## src/rtl/kbd_pkg.sv

```systemverilog
// Shared types and scan-code constants for the PS/2 keyboard controller.
package kbd_pkg;

  typedef enum logic [1:0] {
    IDLE = 2'd0,
    POP  = 2'd1,
    GAP  = 2'd2
  } kbd_state_e;

  localparam logic [7:0] KBD_EXT = 8'hE0;
  localparam logic [7:0] KBD_BRK = 8'hF0;

endpackage

```

## src/rtl/kbd_decode.sv

```systemverilog
// Combinational scan-code classification: prefix detection and comparison against the held key.
module kbd_decode
  import kbd_pkg::*;
(
  input  logic [7:0] code_i,
  input  logic       ext_pend_i,
  input  logic [7:0] key_code_i,
  input  logic       key_ext_i,
  input  logic       key_valid_i,
  output logic       is_ext_o,
  output logic       is_brk_o,
  output logic       match_o
);

  assign is_ext_o = (code_i == KBD_EXT);
  assign is_brk_o = (code_i == KBD_BRK);
  // A byte refers to the held key only if both the code and its E0 qualification agree.
  assign match_o  = key_valid_i && (code_i == key_code_i) && (ext_pend_i == key_ext_i);

endmodule

```

## src/rtl/kbd_ctrl.sv

```systemverilog
// PS/2 scan-code consumer: pops one FIFO byte per three cycles and tracks the held key.
module kbd_ctrl
  import kbd_pkg::*;
#(
  parameter int CNT_W = 16
) (
  input  logic             clk,
  input  logic             resetn,
  input  logic             fifo_ready,
  input  logic [7:0]       fifo_data,
  input  logic             fifo_overflow,
  output logic             fifo_nextdata_n,
  input  logic             ovf_clr,
  output logic [7:0]       key_code,
  output logic             key_ext,
  output logic             key_valid,
  output logic [CNT_W-1:0] press_cnt,
  output logic             press_pulse,
  output logic             release_pulse,
  output logic             overflow_sticky
);

  kbd_state_e       state_q, state_d;
  logic [7:0]       byte_q, byte_d;
  logic [7:0]       key_code_q, key_code_d;
  logic             key_ext_q, key_ext_d;
  logic             key_valid_q, key_valid_d;
  logic [CNT_W-1:0] cnt_q, cnt_d;
  logic             press_q, press_d;
  logic             release_q, release_d;
  logic             ovf_q, ovf_d;
  logic             ext_q, ext_d;
  logic             brk_q, brk_d;

  logic             ext_eff, brk_eff;
  logic             is_ext, is_brk, match;

  // Overflow resynchronises the prefix tracker before any byte in the same cycle is decoded.
  assign ext_eff = ext_q & ~fifo_overflow;
  assign brk_eff = brk_q & ~fifo_overflow;

  kbd_decode u_decode (
    .code_i      (byte_q),
    .ext_pend_i  (ext_eff),
    .key_code_i  (key_code_q),
    .key_ext_i   (key_ext_q),
    .key_valid_i (key_valid_q),
    .is_ext_o    (is_ext),
    .is_brk_o    (is_brk),
    .match_o     (match)
  );

  always_comb begin
    state_d     = state_q;
    byte_d      = byte_q;
    key_code_d  = key_code_q;
    key_ext_d   = key_ext_q;
    key_valid_d = key_valid_q;
    cnt_d       = cnt_q;
    press_d     = 1'b0;
    release_d   = 1'b0;
    ext_d       = ext_eff;
    brk_d       = brk_eff;
    ovf_d       = fifo_overflow ? 1'b1 : (ovf_clr ? 1'b0 : ovf_q);

    unique case (state_q)
      IDLE: begin
        if (fifo_ready) begin
          byte_d  = fifo_data;
          state_d = POP;
        end
      end
      POP: begin
        state_d = GAP;
        if (is_ext) begin
          ext_d = 1'b1;
        end else if (is_brk) begin
          brk_d = 1'b1;
        end else begin
          if (brk_eff) begin
            if (match) begin
              key_valid_d = 1'b0;
              release_d   = 1'b1;
            end
          end else if (!match) begin
            // Typematic repeats of the held key are absorbed; anything else is a new press.
            key_code_d  = byte_q;
            key_ext_d   = ext_eff;
            key_valid_d = 1'b1;
            cnt_d       = cnt_q + {{(CNT_W-1){1'b0}}, 1'b1};
            press_d     = 1'b1;
          end
          ext_d = 1'b0;
          brk_d = 1'b0;
        end
      end
      GAP:     state_d = IDLE;
      default: state_d = IDLE;
    endcase
  end

  always_ff @(posedge clk or negedge resetn) begin
    if (!resetn) begin
      state_q     <= IDLE;
      byte_q      <= 8'h00;
      key_code_q  <= 8'h00;
      key_ext_q   <= 1'b0;
      key_valid_q <= 1'b0;
      cnt_q       <= '0;
      press_q     <= 1'b0;
      release_q   <= 1'b0;
      ovf_q       <= 1'b0;
      ext_q       <= 1'b0;
      brk_q       <= 1'b0;
    end else begin
      state_q     <= state_d;
      byte_q      <= byte_d;
      key_code_q  <= key_code_d;
      key_ext_q   <= key_ext_d;
      key_valid_q <= key_valid_d;
      cnt_q       <= cnt_d;
      press_q     <= press_d;
      release_q   <= release_d;
      ovf_q       <= ovf_d;
      ext_q       <= ext_d;
      brk_q       <= brk_d;
    end
  end

  assign fifo_nextdata_n = (state_q != POP);
  assign key_code        = key_code_q;
  assign key_ext         = key_ext_q;
  assign key_valid       = key_valid_q;
  assign press_cnt       = cnt_q;
  assign press_pulse     = press_q;
  assign release_pulse   = release_q;
  assign overflow_sticky = ovf_q;

endmodule

```

## config.mk

```make
export PLATFORM = sky130hd
export DESIGN_NAME = kbd_ctrl
export DESIGN_NICKNAME = d
export VERILOG_FILES = /design/src/rtl/kbd_pkg.sv /design/src/rtl/kbd_decode.sv /design/src/rtl/kbd_ctrl.sv
export SDC_FILE = /design/constraint.sdc
export NUM_CORES = 1
export LEC_CHECK = 0
export CORE_MARGIN = 2
export CORE_UTILIZATION = 41
export CTS_CLUSTER_SIZE = 10
export DETAILED_ROUTE_END_ITERATION = 12
export GPL_TIMING_DRIVEN = 0
export PLACE_DENSITY = 0.72
export REMOVE_ABC_BUFFERS = 1
export SLEW_MARGIN = 20
export SYNTH_ARGS = -nofsm -noshare
export SYNTH_HDL_FRONTEND = slang
export SYNTH_SLANG_ARGS = --single-unit
```

## constraint.sdc

```tcl
create_clock -name clk -period 2.16 [get_ports clk]
set_input_delay 0.216 -clock clk [delete_from_list [all_inputs] [get_ports clk]]
set_output_delay 0.216 -clock clk [all_outputs]
set_load 0.01 [all_outputs]
```

Word-level counts from Yosys, hierarchy flattened
Cells that the tools add are included.

Register bits: 41. Input bits: 13. Output and inout port bits: 30. Word-level logic and storage cells: 58.

Add/sub/neg operators: 1. Equal/unequal tests: 9. Muxes and demuxes: 23. Bitwise logic cells: 7. Reduce and logical (&&, ||, !) cells: 7.

Operators by type and width (count): 1-bit 2-to-1 mux (21); 16-bit by 1-bit adder with 16-bit output, second input constant (1); 8-bit equality test, second input constant (2); 5-bit AND reduction (2); 8-bit equality test (1); 1-bit NOT (5); 2-bit by 1-bit inequality test with 1-bit output, second input constant (2); 2-bit inequality test, second input constant (2); 2-bit one-hot mux with 2 select lines (1); 1-bit bitwise AND (2); 2-bit by 1-bit equality test with 1-bit output, second input constant (1); 1-bit logical AND (2); 2-bit zero test (1); 2-bit 2-to-1 mux (1); 2-bit AND reduction (1); 2-bit nonzero test (1); 1-bit equality test (1).

Depth between registers and ports, before layout
Gate-level depths: netlist (run 1).

Word-level depth: 9. Depth in mapped cells: 8. Gate-level depth less buffers: 8.

Modules after synthesis
From an unflattened synthesis (run 1), not the netlist that was laid out.

Cells, all modules: 146. Area total of the unflattened synthesis: 1881.8 µm².

By module, submodules not included: kbd_ctrl (times used 1, cells an instance 128, area an instance 1754.2 µm², seq. area each 1026.0 µm²); kbd_decode (times used 1, cells an instance 18, area an instance 127.6 µm², seq. area each 0.0 µm²).

Worst setup path after synthesis (run 1)
Ideal clock, no wire load.

Path type: register to register. Start point: register key_code_q[4], in the netlist key_code[4]. End point: register cnt_q[14], in the netlist press_cnt[14]. Setup time: 0.138 ns. Arrival time: 1.586 ns. Data required time: 2.022 ns. Path slack: 0.436 ns. Cell stages (with the launch flop): 7. Buffers on the path: 1. Period minus slack after synthesis: 1.724 ns. Cell sequence: dfrtp_1 -> xnor2_1 -> nand3_1 -> nor4_4 -> buf_6 -> nor4_1 -> xor2_1.

Longest elaborated chain between the ends: 5.

RTL lines: start, declared (RTL line kbd_ctrl.sv:25) `logic [7:0] key_code_q, key_code_d;`; start signal, assigned (RTL line kbd_ctrl.sv:118) `key_code_q <= key_code_d;`; 8-bit equality test (RTL line kbd_decode.sv:18) `assign match_o = key_valid_i && (code_i == key_code_i) && (ext_pend_i == key_ext_i);`; 1-bit logical AND (2 in series) (RTL line kbd_decode.sv:18); 1-bit NOT (no source line); 5-bit AND reduction (no source line); end signal, assigned (RTL line kbd_ctrl.sv:121) `cnt_q <= cnt_d;`; end, declared (RTL line kbd_ctrl.sv:28) `logic [CNT_W-1:0] cnt_q, cnt_d;`.

Every way passes these cells. A chain may end at the register's enable or synchronous reset.

Worst setup path in the final report (run 1)
Start point: register state_q[1]. End point: register key_code_q[4], in the netlist key_code[4].

Longest elaborated chain between the ends: 2.

RTL lines: start, declared (RTL line kbd_ctrl.sv:23) `kbd_state_e state_q, state_d;`; start signal, assigned (RTL line kbd_ctrl.sv:116) `state_q <= state_d;`; 2-bit by 1-bit equality test with 1-bit output (RTL line kbd_ctrl.sv:66) `unique case (state_q)`; 5-bit AND reduction (no source line).

Every way passes these cells.

==> results by group, run 1 <==
CTS
  • CTS tree: done
  • CTS root buffer: clkbuf_8
  • Max Root-Sink Buffers: 2
  • Clock sink total: 41
  • Worst-path clk slew: around 0.08 ns
  • H-tree levels: 2
  • CTS buffer count: 5
  • Clock latency on the worst-skew pair: 0.29 ns

Timing
  • Fin Clk Skew: roughly 0.009 ns
  • Final hold violation count: 0
  • Setup violators final: 0
  • Worst Tran Pin Value: ~0.62 ns
  • RSZ-0062 raised after global routing: false
  • Max transition margin: about three fifths
  • Maximum clock rate: about 530 MHz
  • Final min period: ~1.9 ns
  • Final Worst Setup Slack: 0.264 ns
  • Max-slew violation count: 0
  • Final cycle utilization of the critical path: between 80% and 90%

Yosys
  • Post-synthesis compound-gate area fraction: 2.76%
  • Post-synth top cells: dfrtp_1, mux2_2, xor2_1
  • Mux contribution to synthesized area: 10.0%
  • Yosys reg bits: between 40 and 50
  • Mapped Cells: around 150
  • Sequential fraction of the synthesis area: a little over half
  • EDFF count, synth: 0
  • Top cells by area, synth: dfrtp_1, mux2_2, xor2_1
  • Post-synthesis adder-cell area fraction: between 1.5 and 2%
  • Post-Syn Area: 1910 µm²
  • Yosys top cell area share: between 50 and 60%
  • Leading area contributor after synthesis: dfrtp_1
  • Syn. warnings: 0
  • Synth unique cells: 33
  • Dominant cell by count in the synthesized netlist: dfrtp_1
  • Largest family of logic cells by synthesized area: simple AND/OR/NAND/NOR gates
  • Ys async rst share: 100%
  • Simple-Gate Fraction of Synth Area: 17.3%
  • Synth Flop Type: dfrtp_1
  • Mapped Avg Cell Area: 12.5 µm²
  • Synth Area in XOR/XNOR: ~11%

Floorplanning
  • Die Span X: 72.2 µm
  • Std-Cell Rows: 24
  • DIE AREA: between 5000 and 6000 µm²
  • IO Pins: 43
  • Core box area: 4410 µm²
  • Die span in y: a little over 70 µm
  • Starting Density: a little over two fifths

Global routing
  • Total grt overflow: 0
  • First-pass GRT wire length: about 6.1 mm
  • Overall Global Routing Usage: between 15 and 20%
  • Maximum number of pins on one net before global-route repair: 35
  • Vias in the first global route: between 1000 and 1500
  • Initial antenna violation count: 0

Critical path
  • Worst reg2reg path depth: 6
  • Start of the worst register-to-register path: state_q[1]
  • Worst-path maximum fanout: 20
  • Critical path destination: key_code[4]
  • Critical path class: flop to flop
  • Critical Path End Type: flop
  • RR Endpoint: key_code[4]
  • Worst endpoint required time: between 2 and 2.5 ns
  • Critical Path AT: 2.07 ns
  • R2R setup slack: between 0.2 and 0.3 ns
  • Critical Path Source: state_q[1]
  • CP startpoint kind: flop

Layout
  • Synthesis-to-layout area growth: 31.3%
  • Layout fillers: ~350
  • Fraction of layout instances using a drive strength above 1: between 10% and 20%
  • Diode count: 0
  • Nets@finish: 217

Routing
  • Router iterations before antenna repair: 4
  • Drt wl/cell: approximately 15 µm
  • DRT Wirelength: between 3 and 4 mm
  • DR DRC count: 0
  • Post-route antenna net violation count: 0
  • Via density per instance: about 5.2
  • DRT iter0 DRCs: a little under 90
  • Via Count: ~1300

Run
  • Max_cap viols: 0

Placed design
  • Pre-CTS setup slack: -0.237 ns
  • GPL Wtd Cong: 0.720
  • IO buf count: between 40 and 50
  • Hpwl dp: roughly 2.7 mm

Worst hold path
  • HP Class: input pin to asynchronous set/reset pin

Power
  • Leak Pwr: 1.09 nW
  • Tot Pwr: 2.59 mW
  • Power density cells: slightly above 1000 nW/µm²
  • Peak VDD IR: just over 0.6 mV

Run status
  • Status: finished, final reports clean
-- how the worst min path moves through the flow --
stage	start	endpoint	slack, ns	cells past startpoint
after floorplan	resetn	brk_q	-0.08	0
final	resetn	press_cnt[11]	0.30	2
after global routing	resetn	press_cnt[11]	0.30	2
after CTS	resetn	press_cnt[10]	0.30	2
after global placement	press_cnt[15]	press_cnt[15]	0.46	1
after detailed placement	resetn	press_cnt[10]	0.08	1
-- through the flow --
step / setup TNS (ns) / instance area (µm²) / util, % / hold slack (ns) / instances
after CTS: 0 / 2470 / 56.0 / 0.300 / 252
after floorplan: 0 / 1870 / - / -0.0796 / 149
after global routing: 0 / 2500 / 56.7 / 0.296 / 253
after detailed placement: -2.92 / 2370 / 53.8 / 0.0782 / 244
final: 0 / 2500 / 56.7 / 0.301 / 253
after global placement: -4.30 / 2360 / 53.5 / 0.458 / 243
-- layer usage --
metal,global-route usage [%],part of all wire (%),wire [µm]
met2,24.5,49,1800
met4,4.82,0.11,4
met5,0,0,0
met3,5.69,5.7,210
met1,19.6,45,1670
-- power breakdown --
| part | internal, mW | switching (mW) |
|---|---|---|
| Combinational | 0.529 | 0.388 |
| Clock | 0.253 | 0.242 |
| Sequential | 0.958 | 0.215 |
-- placed cells by master (no fill, tap or decap), types with 3 or more instances in the layout --
cell and instances:
ha_1 3, nor2_1 4, xor2_1 13, clkbuf_8 6, nor4_1 7, xnor2_1 11
clkdlybuf4s50_1 41, dfrtp_1 41, mux2_2 17, nand4_1 6, nand2_1 5, nor3_1 5
nand3_1 7, inv_1 7
-- layout make-up --
type / count / area [µm²] / area share (%)
clock buffers: 7 / 86.3 / 3.45
inverters: 7 / 26.3 / 1.05
multi-input cells: 101 / 832 / 33.3
flip-flops and latches: 41 / 1030 / 41.0
well taps: 52 / 65.1 / 2.60
repair buffers: 45 / 465 / 18.6
-- kinds of logic after synthesis --
group                    count (synthesis)
multiplexers                            17
adder cells (fa/ha/maj)                  3
buffers and inverters                   11
AO/OA/AOI/OAI                            7
AND/OR/NAND/NOR                         50
flip-flops                              41
XOR/XNOR                                24
-- sequential cells by signal, summed over array words and instances, names as in the netlist --
name / cells
press_cnt: 16
key_code: 8
brk_q: 1
byte_q: 8
key_valid: 1
ext_q: 1
overflow_sticky: 1
key_ext: 1
release_pulse: 1
press_pulse: 1
state_q: 2
-- critical path: stages (launching register included) --
cell and delay (ns):
dfrtp_1 0.39, and2b_2 0.24, inv_1 0.09, a21oi_4 0.23, nand2_4 0.21, nor2_4 0.27
mux2_2 0.37
-- timing repair --
| action | 4_1_cts | 5_1_grt |
|---|---|---|
| pin swaps | 1 | 1 |
| endpoints found under the hold margin | 7 | 0 |
| buffers inserted | 0 | 1 |
| endpoints found under the setup margin | 6 | 20 |
| hold buffers | 1 | 0 |
| resized for setup | 0 | 1 |
| cloned | 0 | 0 |
No activity file was read; power rests on OpenSTA's default activity.
==> run 2, diff against run 1 <==
- CAP_MARGIN: unset -> 15
==> results of run 2 <==
Same layout as run 1: the final DEF is identical, and so are final timing and power.
